$ cat config.mk
export PLATFORM = sky130hd
export DESIGN_NAME = uart_byte_receiver_flat
export DESIGN_NICKNAME = d
export VERILOG_FILES = /design/src/rtl/uart_pkg.sv /design/src/rtl/uart_byte_receiver_if.sv /design/src/rtl/uart_baud_tick.sv /design/src/rtl/uart_byte_receiver.sv /design/src/flat_wrapper.sv
export SDC_FILE = /design/constraint.sdc
export NUM_CORES = 1
export LEC_CHECK = 0
export BUFFER_PORTS_ARGS = -buffer_cell sky130_fd_sc_hd__buf_4
export CAP_MARGIN = 5
export CORE_MARGIN = 10
export CORE_UTILIZATION = 40
export DETAILED_ROUTE_END_ITERATION = 16
export PLACE_DENSITY = 0.56
export SLEW_MARGIN = 10
export SYNTH_ARGS = -nofsm -noshare
export SYNTH_HDL_FRONTEND = slang
export SYNTH_SLANG_ARGS = --single-unit
$ cat constraint.sdc
create_clock -name clk -period 1.55 [get_ports clk]
set_input_delay 0.31 -clock clk [delete_from_list [all_inputs] [get_ports clk]]
set_output_delay 0.31 -clock clk [all_outputs]
set_load 0.1 [all_outputs]
$ cat src/rtl/uart_pkg.sv
// Shared definitions for the UART byte receiver slice.
//   DATA_W    : character width (8N1 framing)
//   state_t   : receiver FSM state encoding
//   calc_div  : clocks per oversample tick, rounded to nearest
package uart_pkg;

  localparam int DATA_W = 8;

  typedef enum logic [2:0] {
    ST_IDLE    = 3'd0,
    ST_START   = 3'd1,
    ST_DATA    = 3'd2,
    ST_STOP    = 3'd3,
    ST_WAIT_HI = 3'd4
  } state_t;

  // Rounded-to-nearest divider so the tick rate error stays within half a clock.
  function automatic int calc_div(input int clk_freq, input int baud, input int oversample);
    int rate;
    rate = baud * oversample;
    return (clk_freq + rate / 2) / rate;
  endfunction

endpackage

$ cat src/rtl/uart_byte_receiver_if.sv
// Line-side and byte-side signals of the UART byte receiver.
//   rx        : asynchronous serial line, idle high (driven by master)
//   Rx_tick   : one-clk strobe, Dout holds a new good byte
//   Dout      : last good received byte
//   frame_err : one-clk strobe, stop bit sampled low
//   busy      : receiver is inside a character
// slave is the receiver side; master is the line driver / byte consumer.
interface uart_byte_receiver_if;
  import uart_pkg::*;

  logic              rx;
  logic              Rx_tick;
  logic [DATA_W-1:0] Dout;
  logic              frame_err;
  logic              busy;

  modport master (output rx, input Rx_tick, Dout, frame_err, busy);
  modport slave  (input rx, output Rx_tick, Dout, frame_err, busy);

endinterface

$ cat src/rtl/uart_baud_tick.sv
// Oversample tick generator: one-clk pulse every DIV clocks.
//   clk  : system clock
//   rst  : synchronous active-high reset
//   clr  : restart the period (aligns the tick phase to a start edge)
//   tick : registered one-clk pulse
module uart_baud_tick #(
  parameter int DIV = 27
) (
  input  logic clk,
  input  logic rst,
  input  logic clr,
  output logic tick
);

  localparam int               CNT_W   = (DIV > 1) ? $clog2(DIV) : 1;
  localparam logic [CNT_W-1:0] CNT_MAX = CNT_W'(DIV - 1);

  logic [CNT_W-1:0] cnt_r;
  logic             tick_r;

  // Period counter; the tick is registered on wrap so the first tick after clr is DIV clocks later.
  always_ff @(posedge clk) begin
    if (rst) begin
      cnt_r  <= '0;
      tick_r <= 1'b0;
    end else if (clr) begin
      cnt_r  <= '0;
      tick_r <= 1'b0;
    end else if (cnt_r == CNT_MAX) begin
      cnt_r  <= '0;
      tick_r <= 1'b1;
    end else begin
      cnt_r  <= cnt_r + 1'b1;
      tick_r <= 1'b0;
    end
  end

  assign tick = tick_r;

endmodule

$ cat src/rtl/uart_byte_receiver.sv
// UART 8N1 byte receiver: synchronizes rx, oversamples, de-frames characters,
// rejects start-bit glitches and reports stop-bit (framing) errors.
//   clk : system clock
//   rst : synchronous active-high reset
//   bus : uart_byte_receiver_if.slave (rx in; Rx_tick, Dout, frame_err, busy out)
module uart_byte_receiver
  import uart_pkg::*;
#(
  parameter int CLK_FREQ   = 50_000_000,
  parameter int BAUD       = 115200,
  parameter int OVERSAMPLE = 16
) (
  input  logic                 clk,
  input  logic                 rst,
  uart_byte_receiver_if.slave  bus
);

  localparam int                DIV       = calc_div(CLK_FREQ, BAUD, OVERSAMPLE);
  localparam int                TICK_W    = $clog2(OVERSAMPLE);
  localparam logic [TICK_W-1:0] TICK_MID  = TICK_W'(OVERSAMPLE / 2 - 1);
  localparam logic [TICK_W-1:0] TICK_LAST = TICK_W'(OVERSAMPLE - 1);

  logic              rx_meta_r, rx_sync_r;
  state_t            state_r, state_n;
  logic [TICK_W-1:0] tick_cnt_r, tick_cnt_n;
  logic [2:0]        bit_cnt_r, bit_cnt_n;
  logic [DATA_W-1:0] shift_r, shift_n;
  logic [DATA_W-1:0] dout_r, dout_n;
  logic              rx_tick_r, rx_tick_n;
  logic              frame_err_r, frame_err_n;
  logic              busy_r, busy_n;
  logic              clr_s;
  logic              tick_s;

  uart_baud_tick #(.DIV(DIV)) u_baud_tick (
    .clk  (clk),
    .rst  (rst),
    .clr  (clr_s),
    .tick (tick_s)
  );

  // Two-flop synchronizer; resets to idle-high so a line held low through reset reads as a new start edge.
  always_ff @(posedge clk) begin
    if (rst) begin
      rx_meta_r <= 1'b1;
      rx_sync_r <= 1'b1;
    end else begin
      rx_meta_r <= bus.rx;
      rx_sync_r <= rx_meta_r;
    end
  end

  // Next-state and datapath decode for the framing FSM.
  always_comb begin
    state_n     = state_r;
    tick_cnt_n  = tick_cnt_r;
    bit_cnt_n   = bit_cnt_r;
    shift_n     = shift_r;
    dout_n      = dout_r;
    rx_tick_n   = 1'b0;
    frame_err_n = 1'b0;
    clr_s       = 1'b0;
    case (state_r)
      ST_IDLE: begin
        tick_cnt_n = '0;
        bit_cnt_n  = 3'd0;
        if (!rx_sync_r) begin
          state_n = ST_START;
          clr_s   = 1'b1;
        end else begin
          state_n = ST_IDLE;
        end
      end
      ST_START: begin
        // Mid start bit: a line back high means the edge was a glitch.
        if (tick_s && (tick_cnt_r == TICK_MID)) begin
          tick_cnt_n = '0;
          if (!rx_sync_r) begin
            state_n = ST_DATA;
          end else begin
            state_n = ST_IDLE;
          end
        end else if (tick_s) begin
          tick_cnt_n = tick_cnt_r + 1'b1;
        end else begin
          tick_cnt_n = tick_cnt_r;
        end
      end
      ST_DATA: begin
        if (tick_s && (tick_cnt_r == TICK_LAST)) begin
          tick_cnt_n = '0;
          shift_n    = {rx_sync_r, shift_r[DATA_W-1:1]};
          if (bit_cnt_r == 3'd7) begin
            bit_cnt_n = 3'd0;
            state_n   = ST_STOP;
          end else begin
            bit_cnt_n = bit_cnt_r + 3'd1;
          end
        end else if (tick_s) begin
          tick_cnt_n = tick_cnt_r + 1'b1;
        end else begin
          tick_cnt_n = tick_cnt_r;
        end
      end
      ST_STOP: begin
        if (tick_s && (tick_cnt_r == TICK_LAST)) begin
          tick_cnt_n = '0;
          if (rx_sync_r) begin
            dout_n    = shift_r;
            rx_tick_n = 1'b1;
            state_n   = ST_IDLE;
          end else begin
            frame_err_n = 1'b1;
            state_n     = ST_WAIT_HI;
          end
        end else if (tick_s) begin
          tick_cnt_n = tick_cnt_r + 1'b1;
        end else begin
          tick_cnt_n = tick_cnt_r;
        end
      end
      ST_WAIT_HI: begin
        // Break or misaligned frame: resync only once the line returns to idle.
        if (rx_sync_r) begin
          state_n = ST_IDLE;
        end else begin
          state_n = ST_WAIT_HI;
        end
      end
      default: begin
        state_n = ST_IDLE;
      end
    endcase
    busy_n = (state_n != ST_IDLE);
  end

  // FSM state, counters and registered outputs.
  always_ff @(posedge clk) begin
    if (rst) begin
      state_r     <= ST_IDLE;
      tick_cnt_r  <= '0;
      bit_cnt_r   <= 3'd0;
      shift_r     <= '0;
      dout_r      <= '0;
      rx_tick_r   <= 1'b0;
      frame_err_r <= 1'b0;
      busy_r      <= 1'b0;
    end else begin
      state_r     <= state_n;
      tick_cnt_r  <= tick_cnt_n;
      bit_cnt_r   <= bit_cnt_n;
      shift_r     <= shift_n;
      dout_r      <= dout_n;
      rx_tick_r   <= rx_tick_n;
      frame_err_r <= frame_err_n;
      busy_r      <= busy_n;
    end
  end

  assign bus.Rx_tick   = rx_tick_r;
  assign bus.Dout      = dout_r;
  assign bus.frame_err = frame_err_r;
  assign bus.busy      = busy_r;

endmodule

$ cat src/flat_wrapper.sv
// flat-port wrapper written by rule: the top's interface ports become plain ports
module uart_byte_receiver_flat import uart_pkg::*;
#(
  parameter int CLK_FREQ   = 50_000_000,
  parameter int BAUD       = 115200,
  parameter int OVERSAMPLE = 16
)
  (clk, rst, bus_rx, bus_Rx_tick, bus_Dout, bus_frame_err, bus_busy);
  uart_byte_receiver_if bus_i ();
  input  logic clk;
  input  logic rst;
  input wire logic [$bits(bus_i.rx)-1:0] bus_rx;
  output wire logic [$bits(bus_i.Rx_tick)-1:0] bus_Rx_tick;
  output wire logic [$bits(bus_i.Dout)-1:0] bus_Dout;
  output wire logic [$bits(bus_i.frame_err)-1:0] bus_frame_err;
  output wire logic [$bits(bus_i.busy)-1:0] bus_busy;
  assign bus_i.rx = bus_rx;
  assign bus_Rx_tick = bus_i.Rx_tick;
  assign bus_Dout = bus_i.Dout;
  assign bus_frame_err = bus_i.frame_err;
  assign bus_busy = bus_i.busy;
  uart_byte_receiver #(.CLK_FREQ(CLK_FREQ), .BAUD(BAUD), .OVERSAMPLE(OVERSAMPLE)) u_core (.clk(clk), .rst(rst), .bus(bus_i));
endmodule
# Word level (Yosys, flattened, before mapping)
# Cells that the tools add are included.
# W data, S select, Z words.
[totals] ff_bits=37 input_bits=3 output_inout_bits=11 word_cells=58
[classes] add_sub_neg=3 n_eq_ne=9 mux=19 bitwise_logic=2 reduce_logical=13
[ops] cell="$mux W3" count=7
[ops] cell="$pmux W3 S5" count=1
[ops] cell="$mux W4" count=3
[ops] cell="$pmux W4 S3" count=1
[ops] cell="$eq A3 B2 Y1 const B" count=2
[ops] cell="$eq A3 B3 Y1 const B" count=2
[ops] cell="$pmux W3 S2" count=1
[ops] cell="$reduce_bool A3 Y1" count=2
[ops] cell="$reduce_or A3 Y1" count=2
[ops] cell="$add A5 B1 Y5 const B" count=1
[ops] cell="$eq A5 B5 Y1 const B" count=1
[ops] cell="$mux W1" count=5
[ops] cell="$add A4 B1 Y4 const B" count=1
[ops] cell="$eq A4 B3 Y1 const B" count=1
[ops] cell="$eq A4 B4 Y1 const B" count=1
[ops] cell="$reduce_and A2 Y1" count=2
[ops] cell="$reduce_or A2 Y1" count=2
[ops] cell="$add A3 B1 Y3 const B" count=1
[ops] cell="$eq A3 B1 Y1 const B" count=1
[ops] cell="$logic_not A3 Y1" count=1
[ops] cell="$reduce_and A3 Y1" count=1
[ops] cell="$logic_and A1 B1 Y1" count=2
[ops] cell="$mux W2" count=1
[ops] cell="$ne A2 B1 Y1 const B" count=1
[ops] cell="2 further kinds" count=3

# Longest topological paths before layout
[logic_depth] word_depth=5 depth_mapped=6

# Modules after synthesis
# From an unflattened synthesis, not the netlist that was laid out.
[unflattened] cells_unflattened=173 area_unflattened_um2=1541.5
[by_module_without_submodules] mod="uart_byte_receiver" instances=1 cells_each=150 area_per_inst_um2=1313.8
[by_module_without_submodules] mod="uart_baud_tick" instances=1 cells_each=23 area_per_inst_um2=227.7

# Worst setup path after synthesis
# OpenSTA, ideal clock, no wires.
[synth_timing] kind="register to register" start="register u_core.tick_cnt_r[0]" end="register u_core.bit_cnt_r[0]" setup_time_ns=0.136 arrival_time_ns=1.351 required_ns=1.414 setup_slack_ns=0.062 stages_incl_launch_ff=6 n_path_buf=0 path_cell_list="dfxtp_1 > ha_1 > nand4_2 > a211oi_2 > mux2i_1 > nor2_1"
[synth_between] elab_chain_cells=4
[synth_rtl] item="from (decl)" line_no="uart_byte_receiver.sv:25" text="logic [TICK_W-1:0] tick_cnt_r, tick_cnt_n;"
[synth_rtl] item="from (signal assigned)" line_no="uart_byte_receiver.sv:150" text="tick_cnt_r <= tick_cnt_n;"
[synth_rtl] item="$eq A4 B4 Y1" line_no="uart_byte_receiver.sv:90" text="if (tick_s && (tick_cnt_r == TICK_LAST)) begin"
[synth_rtl] item="$logic_and A1 B1 Y1" line_no="uart_byte_receiver.sv:90"
[synth_rtl] item="$ne A2 B1 Y1 (no line)"
[synth_rtl] item="$reduce_and A2 Y1 (no line)"
[synth_rtl] item="to (signal assigned)" line_no="uart_byte_receiver.sv:151" text="bit_cnt_r <= bit_cnt_n;"
[synth_rtl] item="to (decl)" line_no="uart_byte_receiver.sv:26" text="logic [2:0] bit_cnt_r, bit_cnt_n;"
# No other way between the ends.
# A chain may end at the register's enable or synchronous reset.

# Final worst setup path
[layout_timing] start="register u_core.tick_cnt_r[1]" end="register u_core.dout_r[2], in the netlist u_core.bus.Dout[2]"
[layout_between] elab_chain_cells=3
[layout_rtl] item="$eq A4 B4 Y1" line_no="uart_byte_receiver.sv:106" text="if (tick_s && (tick_cnt_r == TICK_LAST)) begin"
[layout_rtl] item="$logic_and A1 B1 Y1" line_no="uart_byte_receiver.sv:106"
[layout_rtl] item="$reduce_and A3 Y1 (no line)"
[layout_rtl] item="to (signal assigned)" line_no="uart_byte_receiver.sv:153" text="dout_r <= dout_n;"
[layout_rtl] item="to (decl)" line_no="uart_byte_receiver.sv:28" text="logic [DATA_W-1:0] dout_r, dout_n;"
# No other way between the ends.

==> results.sh <==
export IMPL_syn2layout_area_growth_pct=20.8
export IMPL_synth_seq_area_share=0.445
export IMPL_period_share=0.933
export IMPL_clock_skew_ns=0.00931
export IMPL_n_antenna_cell=0
export IMPL_min_path_type="in -> reg"
export IMPL_grt_pass1_vias=1232
export IMPL_max_stage_delay_ns=0.37
export IMPL_initial_utilization=0.413
export IMPL_pre_cts_ws_ns=0.0563
export IMPL_clock_fmax_mhz=691
export IMPL_synth_edf_count=0
export IMPL_ys_ff_latch=37
export IMPL_layout_drive_gt1_share=0.307
export IMPL_crit_chain="ha_4 > and4_1 > and3_1 > buf_12 > nand3_2 > a21oi_2"
export IMPL_required_ns=1.78
export IMPL_cp_end_kind="register"
export IMPL_fin_ws_ns=0.104
export IMPL_outcome="complete, no violations"
export IMPL_via_count=1310
export IMPL_async_reset_ff_frac=0
export IMPL_drv_slew=0
export IMPL_drtIter0Drc=76
export IMPL_timing_rr_start="u_core.tick_cnt_r[1]$_SDFFE_PP0P_"
export IMPL_die_w_um=84.5
export IMPL_syn_area_um2=1670
export IMPL_ios=14
export IMPL_die_area_um2=7140
export IMPL_io_buffers=13
export IMPL_vias_per_cell=5.14
export IMPL_root_buffer="clkbuf_8"
export IMPL_grt_first_pass_wirelength_um=5630
export IMPL_rsz0062_at_grt="no"
export IMPL_cts_tree="yes"
export IMPL_slowest_stage="dfxtp_1"
export IMPL_crit_arrival_ns=1.67
export IMPL_syn_num_nets=189
export IMPL_p_per_area_nw_per_um2=954
export IMPL_setup_viol=0
export IMPL_grt_max_degree=30
export IMPL_cts_sinks=37
export IMPL_antenna_found_initial=0
export IMPL_ys_warn_count=0
export IMPL_drc=0
export IMPL_leakage_nw=0.758
export IMPL_hpwl_um=2380
export IMPL_gp_congestion=0.777
export IMPL_cts_buffers=5
export IMPL_start_kind="register"
export IMPL_cts_buffer_depth=2
export IMPL_avgSynthCellArea_um2=9.20
export IMPL_grt_usage=0.0939
export IMPL_tns_ns=0
export IMPL_insertion_delay_ns=0.29
export IMPL_rows=23
export IMPL_wirelength_um=3280
export IMPL_cts_hold_buf=0
export IMPL_cp_max_fo=10
export IMPL_worst_ir_drop_vdd_mv=0.518
export IMPL_min_delay_start="bus_rx"
export IMPL_wire_per_inst_um=12.9
export IMPL_core_um2=4030
export IMPL_finalNetCount=212
export IMPL_fin_crit_ns=1.45
export IMPL_ys_flop_type="dfxtp_1"
export IMPL_worst_slew_pin_slew_ns=0.343
export IMPL_syn_inst=181
export IMPL_critical_path_startpoint="u_core.tick_cnt_r[1]$_SDFFE_PP0P_"
export IMPL_crit_type="reg -> reg"
export IMPL_slew_headroom=0.772
export IMPL_grt_overflow=0
export IMPL_first_pass_iters=4
export IMPL_path_clk_slew_ns=0.07
export IMPL_synth_cell_types=41
export IMPL_dieHeight_um=84.5
export IMPL_h_tree_depth=2
export IMPL_finalHoldViolCount=0
export IMPL_ant_nets=0
export IMPL_maxCapViolCount=0
-- registers in the layout, indices dropped and copies added (netlist names) --
| name | cells |
|---|---|
| u_core.rx_meta_r | 1 |
| u_core.u_baud_tick.tick | 1 |
| u_core.bus.frame_err | 1 |
| u_core.bus.Dout | 8 |
| u_core.u_baud_tick.cnt_r | 5 |
| u_core.bus.Rx_tick | 1 |
| u_core.state_r | 3 |
| u_core.rx_sync_r | 1 |
| u_core.tick_cnt_r | 4 |
| u_core.bus.busy | 1 |
| u_core.shift_r | 8 |
| u_core.bit_cnt_r | 3 |
-- metrics by stage --
| step | hold WS, ns | cell area (um2) | instances | util | total power, mW |
|---|---|---|---|---|---|
| final | 0.197 | 2010 | 255 | 0.499 | 1.92 |
| after global routing | 0.198 | 2010 | 255 | 0.499 | 2.00 |
| after CTS | 0.187 | 2000 | 255 | 0.495 | 1.95 |
| after detailed placement | 0.396 | 1880 | 247 | 0.466 | 1.08 |
| after global placement | 0.392 | 1880 | 247 | 0.466 | 1.08 |
| after floorplan | 0.389 | 1670 | 181 | - | 1.06 |
-- final timing paths --
kind | to | slack [ns] | cells past startpoint
setup / recovery | u_core.bus.Dout[2]$_SDFFE_PP0P_ | 0.10 | 6
hold / removal | u_core.rx_meta_r$_SDFF_PP1_ | 0.20 | 2
setup reg to reg | u_core.bus.Dout[2]$_SDFFE_PP0P_ | 0.10 | 6
hold reg to reg | u_core.rx_sync_r$_SDFF_PP1_ | 0.41 | 1
-- power by group --
part	total, mW	internal, mW	switching [mW]
registers	0.971	0.962	0.00934
logic	0.0885	0.0340	0.0545
clock network	0.859	0.525	0.334
total	1.92	1.52	0.398
-- logic make-up (layout without fill, tap and decap cells) --
kind of cell / Yosys count / count (layout) / share of synthesized area
AND/OR/NAND/NOR: 73 / 73 / 0.255
AO/OA/AOI/OAI: 43 / 43 / 0.171
flip-flops: 37 / 37 / 0.445
buffers and inverters: 15 / 39 / 0.0473
adder cells (fa/ha/maj): 5 / 5 / 0.0376
XOR/XNOR: 5 / 5 / 0.0263
multiplexers: 3 / 3 / 0.0180
-- layout make-up --
class | count | area [um2]
clock inverters | 1 | 30.0
flip-flops and latches | 37 | 742
fillers | 369 | 2020
multi-input cells | 129 | 861
inverters | 4 | 15.0
well taps | 50 | 62.6
clock buffers | 7 | 86.3
repair buffers | 27 | 215
-- placed cells by master, fill, tap and decap left out, drive strengths merged, types with 3 or more instances in the layout --
cell	instances
inv	4
clkbuf	7
o21ai	12
dfxtp	37
mux2i	3
nor3	3
or2	3
ha	5
a21oi	23
nand2	18
nor2	18
nand3	12
xor2	3
buf	27
nand4	5
-- per-layer routing --
| metal | up-vias | track usage | wire length [um] |
|---|---|---|---|
| li1 | 674 | - | - |
| met1 | 606 | 0.111 | 1630 |
| met2 | 26 | 0.145 | 1430 |
| met3 | 4 | 0.0425 | 171 |
| met4 | 0 | 0.0359 | 47 |
| met5 | - | 0 | 0 |
-- worst max-delay path, delay by kind of cell, from the launching register on --
kind	cells	cell delay, ns
adders and majority gates	1	0.17
and+or+nand+nor	3	0.55
AOI/OAI and AO/OA	1	0.13
buffers and inverters	1	0.15
DFF	1	0.37
-- timing repair --
item	4_1_cts	5_1_grt
endpoints found under the setup margin	0	13
resized for setup	0	4
buffers inserted	0	0
-- cell usage after synthesis, types with 2 or more instances --
| library cell | number | share of area |
|---|---|---|
| ha_1 | 5 | 0.038 |
| xnor2_1 | 2 | 0.011 |
| clkbuf_1 | 3 | 0.0068 |
| or2_2 | 3 | 0.011 |
| buf_2 | 6 | 0.018 |
| and3_1 | 2 | 0.0075 |
| nor2b_1 | 2 | 0.0075 |
| buf_6 | 2 | 0.014 |
| inv_1 | 4 | 0.0090 |
| nand4_1 | 4 | 0.015 |
| nor3_1 | 3 | 0.0090 |
| nand3_1 | 4 | 0.012 |
| o21ai_0 | 3 | 0.0090 |
| o21ai_1 | 9 | 0.027 |
| a21oi_1 | 15 | 0.045 |
| nand2_1 | 18 | 0.041 |
| a21oi_2 | 8 | 0.042 |
| nor2_1 | 17 | 0.038 |
| mux2i_1 | 3 | 0.018 |
| nand3_2 | 8 | 0.048 |
| dfxtp_1 | 37 | 0.44 |
| xor2_1 | 3 | 0.016 |
| nand4b_1 | 2 | 0.011 |
Power figures use the tool's default switching activity.
